File: config.mk
export PLATFORM = sky130hd
export DESIGN_NAME = free_list
export DESIGN_NICKNAME = d
export VERILOG_FILES = /design/src/rtl/free_list.sv
export SDC_FILE = /design/constraint.sdc
export NUM_CORES = 1
export LEC_CHECK = 0
export CAP_MARGIN = 20
export CORE_ASPECT_RATIO = 1.1
export CORE_MARGIN = 4
export CORE_UTILIZATION = 43
export DETAILED_ROUTE_END_ITERATION = 10
export GPL_ROUTABILITY_DRIVEN = 1
export PLACE_DENSITY = 0.72
export SLEW_MARGIN = 10
export SYNTH_ARGS = -nofsm -noshare
export SYNTH_HDL_FRONTEND = slang
export SYNTH_SLANG_ARGS = --single-unit
export TNS_END_PERCENT = 100
File: constraint.sdc
create_clock -name clock -period 7.2 [get_ports clock]
set_clock_uncertainty 0.05 [all_clocks]
set_input_delay 0.72 -clock clock [delete_from_list [all_inputs] [get_ports clock]]
set_output_delay 0.72 -clock clock [all_outputs]
set_load 0.005 [all_outputs]
File: src/rtl/free_list.sv
`default_nettype none
// ============================================================================
// Module   : free_list
// Purpose  : Physical-register free list (availability bitmap) for R10K rename;
//            up to N tags handed out per cycle, retire frees and mispredict restore.
// Revision : 1.0 - initial release
// ============================================================================
module free_list #(
   parameter int  N         = 3,
   parameter int  PHYS_REGS = 64,
   parameter int  ARCH_REGS = 32,
   localparam int PRW       = $clog2(PHYS_REGS),
   localparam int CW        = $clog2(PHYS_REGS + 1)
) (
   input  logic                 clock,
   input  logic                 reset,
   input  logic [N-1:0]         alloc_en,
   output logic [N-1:0]         alloc_valid,
   output logic [N*PRW-1:0]     alloc_tag,
   output logic [CW-1:0]        free_count,
   input  logic [PHYS_REGS-1:0] free_mask,
   input  logic                 mispredict,
   input  logic [PHYS_REGS-1:0] restore_mask
);

   localparam logic [PHYS_REGS-1:0] c_init =
      {{(PHYS_REGS-ARCH_REGS){1'b1}}, {ARCH_REGS{1'b0}}};
   localparam logic [PHYS_REGS-1:0] c_tag0 = PHYS_REGS'(1);

   logic [PHYS_REGS-1:0] r_avail;
   logic [PHYS_REGS-1:0] w_taken;
   logic [N-1:0]         w_valid;
   logic [N*PRW-1:0]     w_tag;
   logic [CW-1:0]        w_count;

   // Lane i takes the lowest bit left after lanes 0..i-1 removed theirs.
   always_comb begin
      logic [PHYS_REGS-1:0] w_rem;
      logic [PRW-1:0]       w_pick;
      logic                 w_found;
      w_rem   = r_avail;
      w_taken = '0;
      w_valid = '0;
      w_tag   = '0;
      for (int i = 0; i < N; i++) begin
         w_pick  = '0;
         w_found = 1'b0;
         for (int j = PHYS_REGS - 1; j >= 0; j--) begin
            if (w_rem[j]) begin
               w_pick  = PRW'(j);
               w_found = 1'b1;
            end
         end
         if (w_found && !reset) begin
            w_valid[i]             = 1'b1;
            w_tag[i*PRW +: PRW]    = w_pick;
            w_rem[w_pick]          = 1'b0;
            if (alloc_en[i]) begin
               w_taken[w_pick] = 1'b1;
            end
         end
      end
   end

   always_comb begin
      w_count = '0;
      for (int j = 0; j < PHYS_REGS; j++) begin
         w_count = w_count + CW'(r_avail[j]);
      end
   end

   assign alloc_valid = w_valid;
   assign alloc_tag   = w_tag;
   assign free_count  = reset ? '0 : w_count;

   // Free wins over take on the (illegal) overlap; tag 0 is never made free.
   always_ff @(posedge clock) begin
      if (reset) begin
         r_avail <= c_init & ~c_tag0;
      end else if (mispredict) begin
         r_avail <= restore_mask & ~c_tag0;
      end else begin
         r_avail <= ((r_avail & ~w_taken) | free_mask) & ~c_tag0;
      end
   end

endmodule
`default_nettype wire

==> flow_metrics.py <==
metrics = {
    "yosys": {
        "async_reset_ff_share_pct": 0,
        "yosys-top-cells-count": "nor2_1 (169), inv_1 (97), nand2_1 (97), o21ai_0 (73), dfxtp_1 (63)",
        "synth.distinct_cells": 116,
        "yosys_warnings": 0,
        "syn_avg_cell_area_um2": 7.44,
        "ys_seq_area_share_pct": 11.2,
        "synth_top_area_share_pct": 11.2,
        "synth_area_um2": 11200,
        "synth_top_area_cell": "dfxtp_1",
        "synth_edf_count": 0,
        "synth_cells": 1510,
        "yosysMostFrequentCell": "nor2_1",
        "synth_seq_cells": 63,
        "synthesis.nets": 1712,
        "synth-main-ff-cell": "dfxtp_1",
        "yosys-top-cells-area": "dfxtp_1 (11%), fa_1 (9.4%), nor2_1 (5.6%), o221ai_1 (3.3%), o21ai_0 (3.3%)",
    },
    "global_route": {
        "grt_overflow": 0,
        "grt_use_total_pct": 46.8,
        "grt_pass1_wl_um": 102000,
        "antenna_found_initial": 1,
        "grt_max_degree": 59,
        "grt_pass1_vias": 17200,
    },
    "pwr": {
        "switchingPower_uw": 2920,
        "pwr-share-comb_pct": 85.8,
        "clockPowerShare_pct": 7.4,
        "internal_power_uw": 3260,
        "p_per_area_nw_per_um2": 322,
        "switching_share_pct": 47.2,
        "vdd_ir_drop_max_mv": 1.22,
        "seqPwrFrac_pct": 6.8,
        "p_leak_uw": 0.00796,
    },
    "placement": {
        "gp_congestion": 1.09,
        "place_area_um2": 17600,
        "io_buffers": 159,
        "dpl_worst_slack_ps": -455,
        "place_hpwl_um": 57200,
        "dp_cells": 2534,
    },
    "sta": {
        "slew_headroom_pct": 39.5,
        "rsz0062_at_grt": "true",
        "hold_viol": 0,
        "setup_viol": 6,
        "slew_viol_final": 0,
        "final.setup.worst_slack_ps": -243,
        "fin_crit_ps": 7440,
        "hold_ws_ps": 524,
        "fin_crit_sh_pct": 103,
        "worst_slew_pin_slew_ps": 899,
        "fmax_mhz": 134,
    },
    "routing": {
        "drc": 0,
        "wl_per_cell_um": 27.3,
        "antenna_left": 0,
        "vias_per_cell": 6.74,
        "dr.first_iter.drc_count": 2501,
        "firstDrtPassIters": 10,
        "drt_wl_total_um": 70800,
        "route.vias.total": 17500,
    },
    "clocking": {
        "cts.path.max_buffers": 2,
        "ctsHoldBuffers": 0,
        "insertion_delay_ps": 350,
        "cts_root_buf": "clkbuf_16",
        "numCtsBuffers": 9,
        "cts_tree": "done",
        "clk_pin_slew_ps": 60,
        "h-tree-depth": 3,
        "clock_sinks": 63,
    },
    "final_layout": {
        "nets": 2441,
        "stdcell_area_um2": 19200,
        "reg_top3": "r_avail: 63 flops",
        "largest_reg_flops": 63,
        "final_cell_count_no_fill": 2592,
        "final_util_pct": 75.4,
        "layout-drive-gt1-share_pct": 41.5,
        "syn_to_final_growth_pct": 71.2,
        "fillers": 1960,
        "regMostFlops": "r_avail",
    },
    "die": {
        "initial_utilization_pct": 44.0,
        "die-area_um2": 28800,
        "io_pins": 162,
        "fp.dieW_um": 162,
        "die_h_um": 177,
        "num_rows": 61,
        "core_area_um2": 25500,
    },
    "critical_path": {
        "cp_data_arrival_time_ps": 6670,
        "crit_fanout": 11,
        "worst_ep_required_time_ps": 6430,
        "timing_worst_setup_path_type": "flop to output pin",
        "startpoint_type": "flop",
        "end_kind": "output pin",
    },
    "outcome": {
        "status": "complete, but fails checks",
        "violations": "negative setup slack",
    },
    "run": {
        "drv_cap": 0,
    },
    "hold_path": {
        "min_path_type": "flop to flop",
    },
}
per-layer routing:
layer / GRT usage, % / routed length, um / vias to the layer above
met4: 37.1 / 7420 / 0
li1: - / - / 7382
met3: 11.0 / 8740 / 482
met5: 0 / 0 / -
met2: 75.4 / 30800 / 1565
met1: 53.1 / 23800 / 8034
critical path: stages (launching register included):
cell and delay [ps]:
dfxtp_2 350, buf_4 150, nor2b_2 160, o21ai_2 260
o2111a_1 260, a2111o_1 230, buf_6 130, a22oi_2 90
buf_4 170, buf_4 170, o41ai_4 360, buf_4 180
o211ai_1 80, a211o_1 310, a2111oi_4 270, a211oi_4 150
o41a_2 550, buf_12 160, buf_4 140, o31a_1 300
o21ba_2 290, nand2_1 70, a21oi_1 240, o21ai_1 110
buf_4 180, o21a_2 250, a21oi_2 180, clkdlybuf4s50_1 530
repair_timing:
| item | in CTS | in global routing |
|---|---|---|
| setup endpoints to repair | 44 | 21 |
| pin swaps | 41 | 50 |
| setup buffers | 13 | 29 |
| gates resized for setup | 125 | 122 |
final timing paths:
kind	start	end	slack (ps)	depth (start not counted)
hold / removal	r_avail[13]	r_avail[13]	520	2
setup / recovery	r_avail[14]	alloc_tag[13]	-240	27
setup reg to reg	r_avail[23]	r_avail[50]	180	26
hold reg to reg	r_avail[13]	r_avail[13]	520	2
metrics by stage:
stage	power (uW)	setup TNS (ps)
after global routing	6510	-1730
after global placement	4650	-2460
final	6190	-791
after CTS	5750	-221
after detailed placement	4900	-5680
after floorplan	2960	0
cell usage in the layout, fill, tap and decap left out, drive strengths merged, types with 11 or more instances in the layout:
master	count
a2111oi	12
o221ai	42
buf	668
nand2	100
inv	102
o21ai	88
nand3	42
a31oi	45
a2bb2oi	11
nand2b	17
a211oi	24
o41ai	25
nor4	43
nor2b	17
o211a	13
clkbuf	11
nand4	27
ha	15
o41a	11
fa	53
clkdlybuf4s50	146
nor3	63
o211ai	21
a22oi	13
nor2	172
or3	16
o31a	19
and2	20
or4	12
mux2i	12
a21oi	61
o2111ai	11
o31ai	35
o22ai	14
dfxtp	63
a21o	16
logic make-up (layout without fill, tap and decap cells):
logic type	Yosys count	after routing	share of synthesized area [%]
xor+xnor	3	3	0.234
simple gates	575	575	27.3
compound gates	585	585	41.3
flops	63	63	11.2
buf+inv	202	936	7.58
fa+ha+maj	69	69	11.2
mux	13	13	1.17
other cells	0	2	0
power groups by stage:
stage	Clock, uW	Combinational, uW	Sequential (uW)
CTS	449	4890	412
finish	457	5310	420
global route	462	5630	419
global placement	0	4230	417
detailed placement	0	4480	418
floorplan	0	2550	409
layout make-up:
type                       count  area [um2]  area share, %
timing repair buffer         819        6740           35.1
clock buffer                  10         229           1.19
tap                          346         433           2.25
clock inverter                 6        70.1          0.364
multi-input combinational   1245       10100           52.4
antenna                        2        5.00         0.0260
inverter                     101         379           1.97
sequential                    63        1300           6.76
Power figures use the tool's default switching activity.
